==> config.mk <==
export PLATFORM = sky130hd
export DESIGN_NAME = seq_shift_multiplier
export DESIGN_NICKNAME = d
export VERILOG_FILES = /design/src/rtl/seq_shift_multiplier.sv
export SDC_FILE = /design/constraint.sdc
export NUM_CORES = 1
export LEC_CHECK = 0
export CORE_MARGIN = 2
export CORE_UTILIZATION = 45
export CTS_BUF_LIST = sky130_fd_sc_hd__clkbuf_4 sky130_fd_sc_hd__clkbuf_8
export CTS_CLUSTER_DIAMETER = 200
export DETAILED_ROUTE_END_ITERATION = 8
export DONT_BUFFER_PORTS = 1
export PLACE_DENSITY = 0.65
export SKIP_CTS_REPAIR_TIMING = 1
export SYNTH_ARGS = -nofsm -noshare
export SYNTH_HDL_FRONTEND = slang
export SYNTH_SLANG_ARGS = --single-unit
==> constraint.sdc <==
create_clock -name clock -period 2.9 [get_ports clock]
set_input_delay 0.29 -clock clock [delete_from_list [all_inputs] [get_ports clock]]
set_output_delay 0.29 -clock clock [all_outputs]
set_load 0.01 [all_outputs]
==> src/rtl/seq_shift_multiplier.sv <==
// -----------------------------------------------------------------------------
// seq_shift_multiplier
//
// Purpose:
//   Sequential shift-add multiplier for two N-bit operands. It does one
//   iteration per clock and finishes in N iterations. The accumulator/shift
//   register and its controlling FSM are merged into this one block. The
//   signed_mode input selects the algorithm for each operation:
//     0 : unsigned shift-add, where the extra accumulator bit holds the carry.
//     1 : signed radix-2 Booth, where the extra accumulator bit is a guard/sign
//         bit. This keeps M = -2^(N-1) exact.
//
// Ports:
//   clock         in   1    rising-edge clock
//   reset         in   1    asynchronous, active-low reset (0 = reset)
//   start         in   1    request a multiply (accepted in IDLE or DONE)
//   signed_mode   in   1    0 = unsigned, 1 = two's complement; captured with start
//   multiplicand  in   N    M operand, captured with start
//   multiplier    in   N    Q operand, captured with start
//   busy          out  1    high while iterating
//   done          out  1    one-cycle pulse when product is valid
//   product       out  2N   registered result, held until the next completion
// -----------------------------------------------------------------------------
module seq_shift_multiplier #(
  parameter int N = 4
) (
  input  logic           clock,
  input  logic           reset,
  input  logic           start,
  input  logic           signed_mode,
  input  logic [N-1:0]   multiplicand,
  input  logic [N-1:0]   multiplier,
  output logic           busy,
  output logic           done,
  output logic [2*N-1:0] product
);

  localparam int CW = $clog2(N + 1);
  localparam logic [CW-1:0] CountInit = CW'(N);
  localparam logic [CW-1:0] CountOne  = CW'(1);

  typedef enum logic [1:0] {
    IDLE,
    RUN,
    DONE
  } state_t;

  state_t          state_q;
  logic [N:0]      a_q;
  logic [N:0]      m_q;
  logic [N-1:0]    q_q;
  logic            q1_q;
  logic            mode_q;
  logic [CW-1:0]   count_q;
  logic            busy_q;
  logic            done_q;
  logic [2*N-1:0]  product_q;

  logic [N:0]      m_load;
  logic [N:0]      t_sum;
  logic [N:0]      a_d;
  logic [N-1:0]    q_d;
  logic            q1_d;

  // The multiplicand is widened to N+1 bits when it is captured.
  // Signed operations sign-extend it; unsigned operations zero-extend it.
  always_comb begin
    m_load = {1'b0, multiplicand};
    if (signed_mode) begin
      m_load = {multiplicand[N-1], multiplicand};
    end
  end

  // One iteration of the datapath. First the add/subtract step forms T in
  // N+1 bits. Then {T,Q} shifts right by one place. In unsigned mode a zero
  // fills the top bit. In Booth mode T's sign bit is replicated instead.
  always_comb begin
    t_sum = a_q;
    if (mode_q) begin
      case ({q_q[0], q1_q})
        2'b10:   t_sum = a_q - m_q;
        2'b01:   t_sum = a_q + m_q;
        default: t_sum = a_q;
      endcase
    end else if (q_q[0]) begin
      t_sum = a_q + m_q;
    end
    a_d  = {(mode_q ? t_sum[N] : 1'b0), t_sum[N:1]};
    q_d  = {t_sum[0], q_q[N-1:1]};
    q1_d = q_q[0];
  end

  // Controller and datapath registers. IDLE and DONE both accept a new
  // start, so a start held high runs operations back to back. The last
  // iteration writes the product from the post-shift values. This is why
  // product is never disturbed while RUN is in progress.
  always_ff @(posedge clock or negedge reset) begin
    if (!reset) begin
      state_q   <= IDLE;
      a_q       <= '0;
      m_q       <= '0;
      q_q       <= '0;
      q1_q      <= 1'b0;
      mode_q    <= 1'b0;
      count_q   <= '0;
      busy_q    <= 1'b0;
      done_q    <= 1'b0;
      product_q <= '0;
    end else begin
      case (state_q)
        IDLE, DONE: begin
          done_q <= 1'b0;
          busy_q <= 1'b0;
          if (start) begin
            a_q     <= '0;
            m_q     <= m_load;
            q_q     <= multiplier;
            q1_q    <= 1'b0;
            mode_q  <= signed_mode;
            count_q <= CountInit;
            busy_q  <= 1'b1;
            state_q <= RUN;
          end else begin
            state_q <= IDLE;
          end
        end
        RUN: begin
          a_q     <= a_d;
          q_q     <= q_d;
          q1_q    <= q1_d;
          count_q <= count_q - CountOne;
          if (count_q == CountOne) begin
            product_q <= {a_d[N-1:0], q_d};
            busy_q    <= 1'b0;
            done_q    <= 1'b1;
            state_q   <= DONE;
          end
        end
        default: begin
          busy_q  <= 1'b0;
          done_q  <= 1'b0;
          state_q <= IDLE;
        end
      endcase
    end
  end

  assign busy    = busy_q;
  assign done    = done_q;
  assign product = product_q;

endmodule
# Yosys cells after proc, flatten, opt, wreduce, memory -nomap -nowiden
# Index checks and enable logic that the tools add are counted.
# word_totals
regBits,31
output_inout_bits,10
input_bits,12
wordCells,47
# op_classes
n_eq_ne,7
n_mux,21
n_reduce_logical,6
n_addsub,3
# op_table
cell,n
2-to-1 mux 5 bit,4
case mux 5 bit (2 select lines),2
case mux 4 bit (2 select lines),1
2-to-1 mux 1 bit,7
case mux 3 bit (2 select lines),1
AND reduction 2 bit,3
adder 5 bit,1
subtractor 5 bit,1
== test 2 x 1 -> 1 bit (second input constant),2
== test 2 bit (second input constant),2
2-to-1 mux 4 bit,1
!= test 2 bit (second input constant),2
case mux 1 bit (2 select lines),2
case mux 2 bit (2 select lines),1
== test 3 x 1 -> 1 bit (second input constant),1
2-to-1 mux 3 bit,1
subtractor 3 x 1 -> 3 bit (second input constant),1
zero test 2 bit,1
2-to-1 mux 2 bit,1
nonzero test 2 bit,1
OR reduction 2 bit,1

# Logic depth before layout (Yosys ltp)
# Gate-level depths: netlist of run 1.
# logic_depth
ltp_word,5
depth_mapped,8

# Worst setup path after synthesis of run 1
# No wires, ideal clock.
# synth_path
path_type,flip-flop to flip-flop
start,reg a_q[3]
end,reg a_q[2]
t_arrival_ns,1.933
path_stages_with_launch,7
path_slack_ns,0.889
setup_time_ns,0.077
required_time_ns,2.823
cell_sequence,dfrtp_1 ha_1 buf_6 or4_4 and3_4 o31a_1 a21oi_1
# synth_via
elab_chain_len,4
# synth_lines
item,line_no,source
from (decl),49,logic [N:0] a_q;
from (signal assigned),100,a_q <= '0;
from (signal assigned),115,a_q <= '0;
from (signal assigned),128,a_q <= a_d;
adder 5 bit / subtractor 5 bit (equally long branches),"82, 86, 81",
case mux 5 bit (2 select lines) / 2-to-1 mux 5 bit (equally long branches),"80, 85",
2-to-1 mux 5 bit *,79,if (mode_q) begin
case mux 5 bit (2 select lines) *,110,case (state_q)
# Every way passes the cells marked *; elsewhere a longest branch is shown, timed or not.
# A chain may end at the register's enable or synchronous reset.

# Worst setup path in the final report of run 1
# layout_path
start,reg a_q[2]
end,"reg product_q[6], in the netlist product[6]"
# layout_via
elab_chain_len,3
# layout_lines
item,line_no,source
adder 5 bit / subtractor 5 bit (equally long branches),"82, 86, 81",
case mux 5 bit (2 select lines) / 2-to-1 mux 5 bit (equally long branches),"80, 85",
2-to-1 mux 5 bit *,79,
to (signal assigned),133,"product_q <= {a_d[N-1:0], q_d};"
to (decl),57,logic [2*N-1:0] product_q;
# Marked as above.

==> out/results.ini, run 1 <==
[outcome]
status=finished, final reports clean

[global_routing]
grt_pass1_wl_um=6240
grt_max_degree=30
grt_pass1_vias=1328
grt-ovfl-total=0
antenna_found_initial=0
grt_usage_pct=18.3

[synth]
synth_top_area_share_pct=39.7
synth_commonest_cells=nand2_1 (39), dfrtp_1 (29), inv_1 (16)
synthArstFlopShare_pct=100
yosysSeqAreaShare_pct=39.7
synth_cell_types=46
synth_edf_count=0
synth_nets=233
ys_warn_count=0
synth_area_um2=1830
synth_area_leaders=dfrtp_1 (40%), ha_1 (8.2%), nand2_1 (8.0%)
synth_cells=207
ys.flop_type=dfrtp_1
ys_ff_latch=29
syn_area_per_cell_um2=8.84
yosysMostFrequentCell=nand2_1
synth_top_area_cell=dfrtp_1

[route]
ant_nets=0
vias=1434
viasPerCell=5.56
drt-pass1-iter-count=4
wirelength_um=3790
route.detailed.drc=0
drt_iter0_drc=88
wl_per_cell_um=14.7

[worst_setup_path]
worstPathMaxFanout=9
start_kind=flop
worst-setup-path-type=flop to flop
worst_ep_required_time_ns=3.10
r2r_setup_slack_ns=0.69
end_kind=flop
cp.arrival_ns=2.41

[timing]
fin_crit_ns=2.21
hold_violations=0
timing.fmax_mhz=453
slew_viol_final=0
period_share_pct=76.1
rsz0062_at_grt=false
finClkSkew_ns=0.00435
worst_slew_pin_slew_ns=0.542
setup-violations-final=0
tns_ns=0
slew_headroom_pct=63.9
whs_ns=0.117
finalWorstSetupSlack_ns=0.693

[clocking]
clk_pin_slew_ns=0.07
numClockSinks=29
cts_tree=done
root_buffer=clkbuf_8
numCtsBuffers=5
cts.htree.levels=2
clock_latency_ns=0.28
clockBufferDepth=2

[layout]
diodes=0
design_area_um2=1960
drive_gt1_share_pct=9.13
finalNetCount=233
syn2layout_area_growth_pct=7.32

[floorplanning]
fp.dieH_um=67.8
start_util_pct=46.4
core_um2=3940
io_pins=22
rows=23
chipWidth_um=67.8
die_area_um2=4590

[placed_design]
place_ws_ns=0.700
gp_congestion=0.767
dpl-instance-area_um2=1850
io_buffer_count=0
dpl.hpwl_um=2750

[power]
irDropWorstVdd_mv=0.554
p_leak_nw=0.925
pwr_density_cell_nw_per_um2=1240

[run]
max_cap_viol_count=0

[min_path]
hold_path_class=input port to flop

cell families (layout without fill, tap and decap cells):
logic type	Yosys count	count (layout)	share of synthesized area, %
adders and majority gates	14	14	10.4
buffers and inverters	27	28	6.57
muxes	2	2	1.09
xor gates and xnor gates	3	3	1.44
DFF	29	29	39.7
and+or+nand+nor	80	80	21.7
AOI/OAI and AO/OA	52	52	19.2
routing by layer:
metal	GRT usage [%]	wire, um
met1	24.6	1750
met2	28.4	1820
met3	5.83	185
met4	4.34	30
met5	0	0
sequential cells by signal, indices dropped and copies added (netlist names):
register / flops
product: 8
a_q: 5
m_q: 5
q_q: 4
count_q: 3
state_q: 2
mode_q: 1
q1_q: 1
stage by stage:
stage          cells  utilization [%]  total power [mW]
2_1_floorplan    207                -              1.88
3_3_place_gp     248             46.8              2.09
3_5_place_dp     248             46.8              2.11
4_1_cts          256             49.0              2.45
5_1_grt          258             49.8              2.69
6_report         258             49.8              2.44
final cells by class:
class | count | area (um2)
Fill cell | 377 | 1980
Multi-Input combinational cell | 151 | 983
Sequential cell | 29 | 726
Clock buffer | 6 | 76.3
Tap cell | 50 | 62.6
Inverter | 16 | 60.1
Timing Repair Buffer | 4 | 45.0
Clock inverter | 2 | 10.0
report_power, final:
part	switching, mW	internal, mW
logic	0.722	0.559
clock network	0.158	0.175
registers	0.230	0.598
total	1.11	1.33
path summary, 6_finish.rpt:
path | startpoint | cells past startpoint | end
min | signed_mode | 2 | mode_q$_DFFE_PN0P_
min reg2reg | count_q[2]$_DFFE_PN0P_ | 1 | count_q[2]$_DFFE_PN0P_
max in group asynchronous | reset | 2 | count_q[2]$_DFFE_PN0P_
max | a_q[2]$_DFFE_PN0P_ | 6 | product[6]$_DFFE_PN0P_
min in group asynchronous | reset | 2 | q_q[2]$_DFFE_PN0P_
max reg2reg | a_q[2]$_DFFE_PN0P_ | 6 | product[6]$_DFFE_PN0P_
worst max-delay path, stage by stage (launching register included):
cell and delay, ns:
dfrtp_1 0.44, ha_1 0.48, nor3b_2 0.10, or4_4 0.50, and3_4 0.20, o31a_1 0.27, a21oi_1 0.15
placed cells by master (no fill, tap or decap), types with 2 or more instances in the layout:
cell       synthesis  layout
clkinv_2           0       2
fa_1               2       2
buf_4              0       2
a31oi_1            3       3
nand3b_1           2       2
nor2b_1            5       5
nor3_1             2       2
nand2_1           39      39
a22oi_1            2       2
nand2b_1           6       6
nor2_1            13      13
o311ai_0           4       4
a21o_1             2       2
inv_1             16      16
a21oi_1            8       8
xnor2_1            2       2
o31ai_1            3       3
ha_1              12      12
clkbuf_8           0       5
dfrtp_1           29      29
mux2i_1            2       2
nand3_1            2       2
o21ai_0           15      15
o21a_1             2       2
o2111ai_1          2       2
o211ai_1           2       2
o31a_1             2       2
No activity file was read; power rests on OpenSTA's default activity.
==> run 2, diff against run 1 <==
--- a/config.mk
+++ b/config.mk
@@ -5,6 +5,7 @@
 export SDC_FILE = /design/constraint.sdc
 export NUM_CORES = 1
 export LEC_CHECK = 0
+export ABC_AREA = 1
 export CORE_MARGIN = 2
 export CORE_UTILIZATION = 45
 export CTS_BUF_LIST = sky130_fd_sc_hd__clkbuf_4 sky130_fd_sc_hd__clkbuf_8
==> constraint.sdc (replaced) <==
create_clock -name clock -period 2.2 [get_ports clock]
set_input_delay 0.22 -clock clock [delete_from_list [all_inputs] [get_ports clock]]
set_output_delay 0.22 -clock clock [all_outputs]
set_load 0.01 [all_outputs]
==> run 2 against run 1 <==
  * Synthesized cell count is 4.3% higher
  * Critical path depth grew 7
  * Final area is 3.3% lower
  * Critical path type unchanged
  * Critical endpoint is now a_q[3]$_DFFE_PN0P_
==> out/results.ini, run 2 <==
[outcome]
status=finished, final reports clean

[worst_setup_path]
cp.arrival_ns=2.11
crit_family=simple AND/OR/NAND/NOR gates
cp_slowest_stage_delay_ns=0.40
crit_slowest_cell=dfrtp_1
worst_ep_required_time_ns=2.37
cp.buffers_inverters=2
worst-setup-path-type=flop to flop
cp_cell_sequence=inv_1 > ha_1 > fa_1 > inv_1 > nand2_1 > nand2_1 > nand3_1 > nand3_1 > nand3_1 > nand2_1 > nand2_1 > nand2_1 > nand2_1
start_kind=flop
worstPathMaxFanout=4
end_kind=flop
path_common_cell=nand2_1

[synth]
synth_area_um2=1720
synth_fa_ha_area_share_pct=11.1
synth_edf_count=0
synth_top_area_cell=dfrtp_1
synth_xor_area_share_pct=0.510
yosysMostFrequentCell=nand2_1
synth_mux_area_share_pct=0
yosys.area_share.simple_pct=24.1
synth_commonest_cells=nand2_1 (66), dfrtp_1 (29), inv_1 (27)
synth_top_area_share_pct=42.3
syn_area_per_cell_um2=7.95
synth_cell_types=28
synth_compound_area_share_pct=13.4
synth_nets=242
ys_ff_latch=29
yosysSeqAreaShare_pct=42.3
synthArstFlopShare_pct=100
synth_area_leaders=dfrtp_1 (42%), nand2_1 (14%), ha_1 (8.7%)
ys.flop_type=dfrtp_1
ys_warn_count=0
synth_top_family_by_area=simple AND/OR/NAND/NOR gates
synth_cells=216

[global_routing]
grt_pass1_vias=1363
grt_pass1_wl_um=6460
grt-ovfl-total=0
antenna_found_initial=0
grt_max_degree=30
grt_usage_pct=20.2

[clocking]
cts_tree=done
clock_latency_ns=0.28
root_buffer=clkbuf_8
clk_pin_slew_ns=0.07
numClockSinks=29
clockBufferDepth=2
cts.htree.levels=2
numCtsBuffers=5

[route]
drt_iter0_drc=80
vias=1423
ant_nets=0
route.detailed.drc=0
viasPerCell=5.19
wl_per_cell_um=14.0
wirelength_um=3850
drt-pass1-iter-count=4

[power]
irDropWorstVdd_mv=0.854
clkPwrFrac_pct=13.2
comb_power_share_pct=56.4
p_int_mw=1.71
p_leak_nw=0.994
p_sw_share_pct=48.9
pwr_density_cell_nw_per_um2=1770
p_seq_share_pct=30.4
net-switching-power_mw=1.64

[floorplanning]
io_pins=22
fp.dieH_um=65.8
start_util_pct=46.9
chipWidth_um=65.8
die_area_um2=4330
core_um2=3660
rows=22

[timing]
fin_crit_ns=1.94
period_share_pct=88.1
setup-violations-final=0
finClkSkew_ns=0.00998
hold_violations=0
worst_slew_pin_slew_ns=0.280
finalWorstSetupSlack_ns=0.262
rsz0062_at_grt=false
slew_viol_final=0
tns_ns=0
timing.fmax_mhz=516
slew_headroom_pct=81.3

[placed_design]
gp_congestion=0.810
io_buffer_count=0
dpl.hpwl_um=2810
dpl-instance-area_um2=1780
place_ws_ns=0.290

[layout]
layout_common_cells=nand2_1 (66), dfrtp_1 (29), inv_1 (27), ha_1 (12)
final_common_cell=nand2_1
diodes=0
largest_reg_flops=8
finalNetCount=251
syn2layout_area_growth_pct=10.6
drive_gt1_share_pct=11.5
design_area_um2=1900

[run]
max_cap_viol_count=0

[min_path]
hold_path_class=input port to flop

==> run 2: cell types whose count changed in the layout (fill, tap and decap cells not counted), moves of 6 or more <==
cell,previous run,this run
nand2_1,39,66
inv_1,16,27
o21ai_1,0,11
nand3_1,2,11
inv_2,0,8
o21ai_0,15,8
nand2b_1,6,0
o22ai_1,0,6
==> run 2: routing by layer <==
layer  GRT usage (%)  up-vias  wire, um
met4            7.81        0        77
met2            31.9       23      1840
li1                -      712         -
met1            26.5      680      1800
met3            5.14        8       127
met5               0        -         0
==> run 2: logic make-up after synthesis <==
| group | count (synthesis) |
|---|---|
| flops | 29 |
| xor+xnor | 1 |
| fa+ha+maj | 14 |
| compound gates | 39 |
| buf+inv | 38 |
| simple gates | 95 |
==> run 2: power by group through the flow <==
stage | Clock [mW] | Sequential [mW] | Combinational, mW
after floorplan | 0 | 0.975 | 1.50
after global placement | 0 | 1.02 | 1.85
after detailed placement | 0 | 1.03 | 1.87
after CTS | 0.450 | 1.02 | 1.88
after global routing | 0.473 | 1.05 | 2.17
final | 0.442 | 1.02 | 1.89
==> run 2: per-stage QoR <==
step                      power, mW  hold slack (ns)  std cells  util (%)
after detailed placement       2.90          -0.0748        264      48.7
final                          3.35           0.0532        274      51.8
after global routing           3.69           0.0547        274      51.8
after global placement         2.87          -0.0747        264      48.7
after floorplan                2.47          -0.0756        216         -
after CTS                      3.35           -0.380        272      51.0
==> run 2: layout make-up <==
type                    instances  area (um2)
inverters                      35         131
well taps                      48        60.1
clock buffers                   5        68.8
clock inverters                 3        17.5
fillers                       354        1760
multi-input cells             149         842
repair buffers                  5        52.6
flip-flops and latches         29         726
==> run 2: path summary, 6_finish.rpt <==
path                                              from                      to  slack [ns]  cells after the start
worst min register to register  count_q[2]$_DFFE_PN0P_  count_q[2]$_DFFE_PN0P_        0.49                      2
max in group asynchronous                        reset      q_q[0]$_DFFE_PN0P_        1.66                      2
worst min-delay path                   multiplicand[1]      m_q[1]$_DFFE_PN0P_        0.05                      2
worst max register to register      a_q[0]$_DFFE_PN0P_      a_q[3]$_DFFE_PN0P_        0.26                     13
worst max-delay path                a_q[0]$_DFFE_PN0P_      a_q[3]$_DFFE_PN0P_        0.26                     13
min in group asynchronous                        reset      m_q[2]$_DFFE_PN0P_        0.37                      2
==> run 2: worst reg2reg max path, cell delays in order, from the launching register on <==
cell and delay (ns):
dfrtp_1 0.40, inv_1 0.08, ha_1 0.23, fa_1 0.40, inv_1 0.07, nand2_1 0.06, nand2_1 0.08, nand3_1 0.07
nand3_1 0.08, nand3_1 0.07, nand2_1 0.08, nand2_1 0.08, nand2_1 0.07, nand2_1 0.04
